### config.mk
export PLATFORM = sky130hd
export DESIGN_NAME = row_buffer_ctrl
export DESIGN_NICKNAME = d
export VERILOG_FILES = /design/src/rtl/row_buff_pkg.sv /design/src/rtl/row_word_sel.sv /design/src/rtl/row_buffer_ctrl.sv
export SDC_FILE = /design/constraint.sdc
export NUM_CORES = 1
export LEC_CHECK = 0
export ABC_AREA = 1
export BUFFER_PORTS_ARGS = -buffer_cell sky130_fd_sc_hd__buf_2
export CAP_MARGIN = 10
export CORE_MARGIN = 2
export CORE_UTILIZATION = 60
export DETAILED_ROUTE_END_ITERATION = 7
export GPL_ROUTABILITY_DRIVEN = 0
export HOLD_SLACK_MARGIN = 0.1
export PLACE_DENSITY = 0.95
export RECOVER_POWER = 50
export SYNTH_ARGS = -nofsm -noshare
export SYNTH_HDL_FRONTEND = slang
export SYNTH_HIERARCHICAL = 1
export SYNTH_SLANG_ARGS = --single-unit
### constraint.sdc
create_clock -name clk -period 7.6 [get_ports clk]
set_input_delay 1.14 -clock clk [delete_from_list [all_inputs] [get_ports clk]]
set_output_delay 1.14 -clock clk [all_outputs]
set_load 0.005 [all_outputs]
### src/rtl/row_buff_pkg.sv
// row_buff_pkg: shared state type, address-width helper and one-hot decoder for row_buffer_ctrl
package row_buff_pkg;

    typedef enum logic [1:0] {EMPTY, OPEN, ACT, FILL} state_t;

    // Widest one-hot field the decoder accepts
    localparam int OH_MAX = 64;

    typedef struct packed {
        logic       ok;
        logic [7:0] idx;
    } oh_t;

    function automatic int addr_w(input int n);
        return n > 1 ? $clog2(n) : 1;
    endfunction

    function automatic oh_t oh2bin(input logic [OH_MAX-1:0] v);
        oh_t r;
        r = '0;
        for (int i = 0; i < OH_MAX; i++)
            if (v[i]) r.idx = r.idx | 8'(i);
        r.ok = v != '0 && (v & (v - OH_MAX'(1))) == '0;
        return r;
    endfunction

endpackage

### src/rtl/row_word_sel.sv
// row_word_sel: word and bit select from one row, zeroed with err on out-of-range column or bit
module row_word_sel
    import row_buff_pkg::*;
#(
    parameter int WORD_W   = 8,
    parameter int NUM_COLS = 8,
    localparam int CA_W = addr_w(NUM_COLS),
    localparam int BA_W = addr_w(WORD_W)
) (
    input  logic [NUM_COLS*WORD_W-1:0] row,
    input  logic [CA_W-1:0]            col,
    input  logic [BA_W-1:0]            bsel,
    output logic [WORD_W-1:0]          word,
    output logic                       bval,
    output logic                       err
);

    logic [WORD_W-1:0] w;

    always_comb begin
        w = '0;
        for (int c = 0; c < NUM_COLS; c++)
            if (col == CA_W'(c)) w = row[c*WORD_W +: WORD_W];
        err = 32'(col) >= NUM_COLS || 32'(bsel) >= WORD_W;
        word = err ? '0 : w;
        bval = 1'b0;
        for (int b = 0; b < WORD_W; b++)
            if (bsel == BA_W'(b)) bval = word[b];
    end

endmodule

### src/rtl/row_buffer_ctrl.sv
// row_buffer_ctrl: one open row in front of a row array, fetched on miss, with hit/miss counters.
// ROW_BUFF_ONEHOT_EN: one-hot request fields; non-one-hot requests answer with rsp_err and no side effects.
module row_buffer_ctrl
    import row_buff_pkg::*;
#(
    parameter int WORD_W   = 8,
    parameter int NUM_COLS = 8,
    parameter int NUM_ROWS = 8,
    parameter int CNT_W    = 16,
    localparam int RA_W = addr_w(NUM_ROWS),
    localparam int CA_W = addr_w(NUM_COLS),
    localparam int BA_W = addr_w(WORD_W),
`ifdef ROW_BUFF_ONEHOT_EN
    localparam int RI_W = NUM_ROWS,
    localparam int CI_W = NUM_COLS,
    localparam int BI_W = WORD_W
`else
    localparam int RI_W = RA_W,
    localparam int CI_W = CA_W,
    localparam int BI_W = BA_W
`endif
) (
    input  logic                       clk,
    input  logic                       rst,
    input  logic                       req_valid,
    output logic                       req_ready,
    input  logic [RI_W-1:0]            req_row,
    input  logic [CI_W-1:0]            req_col,
    input  logic [BI_W-1:0]            req_bit,
    output logic                       rsp_valid,
    output logic [WORD_W-1:0]          rsp_word,
    output logic                       rsp_bit,
    output logic                       rsp_hit,
    output logic                       rsp_err,
    input  logic                       close,
    output logic                       arr_req_valid,
    input  logic                       arr_req_ready,
    output logic [RA_W-1:0]            arr_req_row,
    input  logic                       arr_fill_valid,
    input  logic [NUM_COLS*WORD_W-1:0] arr_fill_data,
    output logic                       open_valid,
    output logic [RA_W-1:0]            open_row,
    output logic [CNT_W-1:0]           hit_cnt,
    output logic [CNT_W-1:0]           miss_cnt
);

    state_t                     state;
    logic [NUM_COLS*WORD_W-1:0] row_q;
    logic [CA_W-1:0]            lat_col;
    logic [BA_W-1:0]            lat_bit;
    logic                       pend_close, rdy_q;
    logic [RA_W-1:0]            r_row;
    logic [CA_W-1:0]            r_col;
    logic [BA_W-1:0]            r_bit;
    logic                       r_bad, accept, hit, filling, closing;
    logic [WORD_W-1:0]          sel_word;
    logic                       sel_bit, sel_err;

`ifdef ROW_BUFF_ONEHOT_EN
    oh_t oh_r, oh_c, oh_b;

    always_comb begin
        oh_r  = oh2bin(OH_MAX'(req_row));
        oh_c  = oh2bin(OH_MAX'(req_col));
        oh_b  = oh2bin(OH_MAX'(req_bit));
        r_row = RA_W'(oh_r.idx);
        r_col = CA_W'(oh_c.idx);
        r_bit = BA_W'(oh_b.idx);
        r_bad = !(oh_r.ok && oh_c.ok && oh_b.ok);
    end
`else
    assign r_row = req_row;
    assign r_col = req_col;
    assign r_bit = req_bit;
    assign r_bad = 1'b0;
`endif

    assign req_ready = rdy_q && !close;
    assign accept    = req_valid && req_ready;
    assign hit       = state == OPEN && r_row == open_row;
    assign filling   = state == FILL && arr_fill_valid;
    assign closing   = pend_close || close;

    // On the fill cycle the select reads the incoming row with the latched column/bit
    row_word_sel #(.WORD_W(WORD_W), .NUM_COLS(NUM_COLS)) u_sel (
        .row  (filling ? arr_fill_data : row_q),
        .col  (filling ? lat_col : r_col),
        .bsel (filling ? lat_bit : r_bit),
        .word (sel_word),
        .bval (sel_bit),
        .err  (sel_err)
    );

    always_ff @(posedge clk or posedge rst) begin
        if (rst) begin
            state         <= EMPTY;
            row_q         <= '0;
            lat_col       <= '0;
            lat_bit       <= '0;
            pend_close    <= 1'b0;
            rdy_q         <= 1'b0;
            rsp_valid     <= 1'b0;
            rsp_word      <= '0;
            rsp_bit       <= 1'b0;
            rsp_hit       <= 1'b0;
            rsp_err       <= 1'b0;
            arr_req_valid <= 1'b0;
            arr_req_row   <= '0;
            open_valid    <= 1'b0;
            open_row      <= '0;
            hit_cnt       <= '0;
            miss_cnt      <= '0;
        end else begin
            rsp_valid <= 1'b0;
            case (state)
                EMPTY, OPEN: begin
                    rdy_q <= 1'b1;
                    if (close) begin
                        state      <= EMPTY;
                        open_valid <= 1'b0;
                    end else if (accept && (r_bad || hit)) begin
                        rsp_valid <= 1'b1;
                        rsp_hit   <= !r_bad;
                        rsp_word  <= r_bad ? '0 : sel_word;
                        rsp_bit   <= !r_bad && sel_bit;
                        rsp_err   <= r_bad || sel_err;
                        if (!r_bad && hit_cnt != '1) hit_cnt <= hit_cnt + CNT_W'(1);
                    end else if (accept) begin
                        state         <= ACT;
                        rdy_q         <= 1'b0;
                        open_valid    <= 1'b0;
                        arr_req_valid <= 1'b1;
                        arr_req_row   <= r_row;
                        lat_col       <= r_col;
                        lat_bit       <= r_bit;
                    end
                end
                ACT: begin
                    pend_close <= closing;
                    if (arr_req_ready) begin
                        state         <= FILL;
                        arr_req_valid <= 1'b0;
                    end
                end
                FILL: begin
                    pend_close <= closing;
                    if (arr_fill_valid) begin
                        state      <= closing ? EMPTY : OPEN;
                        open_valid <= !closing;
                        pend_close <= 1'b0;
                        rdy_q      <= 1'b1;
                        row_q      <= arr_fill_data;
                        open_row   <= arr_req_row;
                        rsp_valid  <= 1'b1;
                        rsp_hit    <= 1'b0;
                        rsp_word   <= sel_word;
                        rsp_bit    <= sel_bit;
                        rsp_err    <= sel_err;
                        if (miss_cnt != '1) miss_cnt <= miss_cnt + CNT_W'(1);
                    end
                end
                default: state <= EMPTY;
            endcase
        end
    end

endmodule

# Word level (Yosys, flattened, before mapping)
# Cells that the tools add are included.
dict set report totals {
  ff_bits 126
  out_inout_bits 53
  elab_cells 135
}
dict set report classes {
  add_sub_neg 2
  eq_ne 28
  mux 62
  n_bitwise 2
  reduce_logical 24
}
# operator count
set ops {}
lappend ops {{8-bit two-way mux} 11}
lappend ops {{64-bit two-way mux} 1}
lappend ops {{1-bit two-way mux} 33}
lappend ops {{16-bit by 1-bit adder with 16-bit output, second input constant} 2}
lappend ops {{16-bit != test, second input constant} 2}
lappend ops {{3-bit == test, second input constant} 8}
lappend ops {{4-bit AND reduction} 5}
lappend ops {{1-bit case mux with 2 select lines} 8}
lappend ops {{8-bit case mux with 2 select lines} 1}
lappend ops {{3-bit by 2-bit == test with 1-bit output, second input constant} 4}
lappend ops {{2-bit != test, second input constant} 6}
lappend ops {{2-bit two-way mux} 5}
lappend ops {{3-bit by 1-bit == test with 1-bit output, second input constant} 2}
lappend ops {{3-bit logical NOT} 2}
lappend ops {{3-bit two-way mux} 2}
lappend ops {{3-bit != test, second input constant} 2}
lappend ops {{2-bit case mux with 3 select lines} 1}
lappend ops {{2-bit nonzero test} 3}
lappend ops {{1-bit logical AND} 5}
lappend ops {{5-bit AND reduction} 1}
lappend ops {{2-bit == test, second input constant} 2}
lappend ops {{2-bit AND reduction} 2}
lappend ops {{3-bit == test} 1}
lappend ops {{3-bit AND reduction} 1}
lappend ops {{6 further kinds} 8}

# Depth between registers and ports, before layout
dict set report depth {
  ltp_word 23
  mapped_depth 20
  ltp_nobuf 19
}

# Cells and area by module
# Netlist, hierarchy kept.
# module instances cells_each area_each_um2 seq_area_each_um2
set by_module_without_submodules {}
lappend by_module_without_submodules {row_buffer_ctrl 1 742 5764.3 3153.0}
lappend by_module_without_submodules {row_word_sel 1 156 724.4 0.0}

# Least setup slack after synthesis
# No wires, ideal clock.
dict set report synth_timing {
  kind {in2reg}
  from {input port arr_fill_valid}
  to {register rsp_bit}
  setup_time_ns 0.117
  arrival_time_ns 2.959
  required_time_ns 7.483
  slack_ns 4.524
  stages 18
  cell_sequence {inv_1 -> nor2_4 -> buf_2 -> o21ai_0 -> inv_2 -> buf_6 -> nand3_2 -> nor2_1 -> nor2_1 -> nand4_1 -> nor2_1 -> nand3_1 -> nand3_1 -> nand2_1 -> inv_1 -> nand2_1 -> nand2_1 -> nand2_1}
}
dict set report synth_between {
  elab_chain_len 22
}
# item line
set synth_rtl {}
lappend synth_rtl {{start, declared} row_buffer_ctrl.sv:39} ;# input logic arr_fill_valid,
lappend synth_rtl {{1-bit logical AND *} row_buffer_ctrl.sv:81} ;# assign filling = state == FILL && arr_fill_valid;
lappend synth_rtl {{3-bit two-way mux} row_buffer_ctrl.sv:87} ;# .col (filling ? lat_col : r_col),
lappend synth_rtl {{3-bit logical NOT} row_word_sel.sv:23} ;# if (col == CA_W'(c)) w = row[c*WORD_W +: WORD_W];
lappend synth_rtl {{8-bit two-way mux (8 in series)} row_word_sel.sv:23}
lappend synth_rtl {{1-bit two-way mux (7 in series)} row_word_sel.sv:28} ;# if (bsel == BA_W'(b)) bval = word[b];
lappend synth_rtl {{1-bit two-way mux *} row_word_sel.sv:28}
lappend synth_rtl {{via sel_bit} row_buffer_ctrl.sv:57} ;# logic sel_bit, sel_err;
lappend synth_rtl {{1-bit two-way mux} row_buffer_ctrl.sv:121} ;# end else if (accept && (r_bad || hit)) begin
lappend synth_rtl {{1-bit two-way mux} row_buffer_ctrl.sv:118} ;# if (close) begin
lappend synth_rtl {{1-bit case mux with 2 select lines *} row_buffer_ctrl.sv:115} ;# case (state)
lappend synth_rtl {{end signal, assigned} row_buffer_ctrl.sv:125} ;# rsp_bit <= !r_bad && sel_bit;
lappend synth_rtl {{end signal, assigned} row_buffer_ctrl.sv:157} ;# rsp_bit <= sel_bit;
lappend synth_rtl {{end, declared} row_buffer_ctrl.sv:32} ;# output logic rsp_bit,
# Mark *: on every way through the listed nets, which the timed path passes. The rest lies on a longest branch. The select of a mux whose other input is x is not followed.
# A chain may end at the register's enable or synchronous reset.

# Worst setup path in the final report
dict set report layout_timing {
  from {input port arr_fill_valid}
  to {register rsp_bit}
}
# item line
set layout_lines {}
lappend layout_lines {{1-bit logical AND *} row_buffer_ctrl.sv:81}
lappend layout_lines {{3-bit two-way mux} row_buffer_ctrl.sv:87}
lappend layout_lines {{3-bit logical NOT} row_word_sel.sv:23}
lappend layout_lines {{8-bit two-way mux (7 in series)} row_word_sel.sv:23}
lappend layout_lines {{8-bit two-way mux *} row_word_sel.sv:23}
lappend layout_lines {{via sel_word[4]} row_buffer_ctrl.sv:56} ;# logic [WORD_W-1:0] sel_word;
lappend layout_lines {{1-bit two-way mux * (4 in series)} row_word_sel.sv:28}
lappend layout_lines {{via sel_bit} row_buffer_ctrl.sv:57}
lappend layout_lines {{1-bit two-way mux} row_buffer_ctrl.sv:121}
lappend layout_lines {{1-bit two-way mux} row_buffer_ctrl.sv:118}
lappend layout_lines {{1-bit case mux with 2 select lines *} row_buffer_ctrl.sv:115}
# Marked as above.

==> run_results.csv <==
group,metric,value,unit
setup_path,required,7.99,ns
drt,via_per_inst,5.44,
place,dp_hpwl,11.3,mm
outcome,status,"finished with violations",
timing,drv_slew,55,
place,place.port_buffers,131,
global_routing,grt_max_degree,90,
global_routing,antenna_found_initial,0,
setup_path,path_cells,"buf_2 -> inv_1 -> nor2_4 -> buf_4 -> nand2_1 -> o21ai_0 -> inv_2 -> nand3_1 -> inv_1 -> nand2_1 -> nand4_1 -> nor2_1 -> nand4_1 -> nand2_1 -> nand3_1 -> nand3_1 -> nand2_1 -> nand2_1 -> nand2_1",
cts,cts_root_buf,"clkbuf_8",
timing,clock_skew,0.00858,ns
timing,fmaxAchievable,269,MHz
run,maxCapViolCount,1,
synthesis,ys_seq_area_frac,0.486,
power,p_per_area,341,mW/mm^2
global_routing,grt.overflow.total,0,
timing,rsz0062_at_grt,"no",
timing,setup_viol,0,
place,detailedPlace.worstSlack,3.59,ns
cts,numCtsBuffers,17,
global_routing,track_usage,0.305,
synthesis,netlist_top_cells_count,"nand2_1 (451), dfrtp_1 (126), nor2_1 (67)",
setup_path,crit_top_cell,"nand2_1",
synthesis,ys_ff_latch,126,
drt,route.detailed.drc,0,
floorplan,die_w,108,um
synthesis,syn_nets,979,
cts,htreeDepth,4,
timing,fin_crit,3.71,ns
final_layout,final_cells,1172,
timing,tns,0,ns
floorplan,ios,132,
synthesis,synth_edf_count,0,
global_routing,grt_pass1_wl,27.7,mm
timing,hold_viol_final,0,
final_layout,nets,1105,
synthesis,synth_top_cell_by_area,"dfrtp_1",
final_layout,drive_gt1_frac,0.160,
synthesis,postSynthCellCount,898,
synthesis,yosysMostFrequentCell,"nand2_1",
drt,ant_nets,0,
setup_path,slowest_delay,0.65,ns
cts,cts_tree,"done",
power,peakVddDrop,0.000224,V
floorplan,die_area,0.0117,mm^2
floorplan,num_rows,37,
power,power.total,2.63,mW
cts,clock_latency,0.51,ns
setup_path,start_kind,"input pin",
setup_path,crit_type,"in2reg",
drt,drtIter0Drc,599,
floorplan,die_height,108,um
setup_path,crit_path_end_kind,"flop",
final_layout,fill_cells,818,
setup_path,path_buf_inv,5,
timing,maxSlewHeadroom,-0.570,
synthesis,yosysTopAreaCellShare,0.486,
floorplan,core-area,0.0104,mm^2
floorplan,initial_core_util,0.623,
synthesis,async_flop_share,1.00,
timing,fin_crit_sh,0.489,
cts,cts_hold_buf,0,
cts,cts_resized,0,
worst_hold_path,hp-class,"reg2reg",
setup_path,crit_fanout,89,
cts,clock_path_buffers,2,
global_routing,grt_pass1_vias,5898,
drt,wirelength,17.0,mm
synthesis,syn_area,0.00649,mm^2
cts,clkSlewWorstSetupHoldPaths,0.06,ns
timing,tightest_slew,2.34,ns
cts,cts_sinks,126,
setup_path,arrival,4.11,ns
final_layout,diodes,0,
final_layout,area_growth,19.1,%
synthesis,synth_cell_types,28,
synthesis,ys.flop_type,"dfrtp_1",
drt,drt_first_pass_iters,5,
synthesis,synth_area_per_cell,7.23,um^2
final_layout,utilization,0.742,
synthesis,yosysWarningCount,6,
power,p_leak,4.20,nW
synthesis,synth.top_cells.by_area,"dfrtp_1 (49%), nand2_1 (26%), nor2_1 (3.9%)",
cts,cts_setup_buffers,0,
drt,num_vias,6371,
setup_path,cp_slowest_cell,"buf_4",
outcome,violations,"max-capacitance violations, max-slew violations",
place,dp_cells,1141,
drt,wl_per_cell,14.5,um
timing,fin_ws,3.89,ns
setup_path,cpLargestDelayFamily,"simple AND/OR/NAND/NOR gates",
[worst min-delay path, cell delays in order, from the launching register on]
cell     delay (ns)
dfrtp_1        0.32
nand2_1        0.05
nand2_1        0.07
[power breakdown]
| group | switching [mW] | internal, mW |
|---|---|---|
| clock network | 0.301 | 0.508 |
| registers | 0.118 | 0.906 |
| logic | 0.549 | 0.251 |
[layer usage]
layer  share of wire  track usage  up-vias
li1                -            -     3044
met1            0.41        0.414     2903
met2            0.47        0.480      353
met3           0.084       0.0699       71
met4           0.032        0.117        0
met5               0            0        -
[per-stage QoR]
stage | hold WS (ns) | instance area [um^2]
final | 0.466 | 7730
after global placement | 0.451 | 7180
after global routing | 0.492 | 7730
after floorplan | 0.431 | 6490
after CTS | 0.470 | 7770
after detailed placement | 0.455 | 7180
[sequential cells by signal, summed over array words and instances (netlist names), 2 cells and up]
| register | cells |
|---|---|
| miss_cnt | 16 |
| state | 2 |
| row_q | 64 |
| open_row | 3 |
| rsp_word | 8 |
| lat_bit | 3 |
| hit_cnt | 16 |
| arr_req_row | 3 |
| lat_col | 3 |
[cell families after synthesis]
group           count (synthesis)  share of synthesized area
xor+xnor                       15                     0.0202
simple gates                  620                      0.394
other cells                     1                   0.000578
compound gates                 32                     0.0247
fa+ha+maj                       2                    0.00386
buf+inv                       102                     0.0706
flops                         126                      0.486
[area by class of cell]
cell class	count	area (um^2)	area share
Sequential cell	126	3150	0.408
Multi-Input combinational cell	670	2870	0.371
Timing Repair Buffer	137	671	0.0868
Clock buffer	18	428	0.0554
Inverter	72	274	0.0355
Tap cell	136	170	0.0220
Clock inverter	13	165	0.0214
[layout by cell type (no fill, tap or decap), types with 2 or more instances in the layout]
master,Yosys,routed
nand2_1,451,451
dfrtp_1,126,126
buf_2,16,110
nor2_1,67,68
inv_1,64,63
nand3_1,49,50
nand4_1,36,36
o21ai_0,29,29
clkbuf_1,3,21
clkbuf_16,0,16
xnor2_1,10,10
inv_2,7,7
xor2_1,5,5
clkinv_4,0,5
buf_4,8,5
nor2_2,3,3
a21oi_1,3,3
bufinv_16,0,3
clkinv_2,0,3
nand3b_1,2,2
nand2_2,2,2
nand3_2,3,2
ha_1,2,2
clkbuf_8,0,2
[worst paths after layout]
kind | start | end | slack, ns | cells after the start
min reg2reg | row_q[11] | row_q[11] | 0.47 | 2
min in group asynchronous | rst | miss_cnt[15] | 1.26 | 2
max reg2reg | state[1] | rsp_bit | 4.04 | 18
min | row_q[11] | row_q[11] | 0.47 | 2
max | arr_fill_valid | rsp_bit | 3.89 | 19
max in group asynchronous | rst | row_q[24] | 4.60 | 3
No activity file was read; power rests on OpenSTA's default activity.
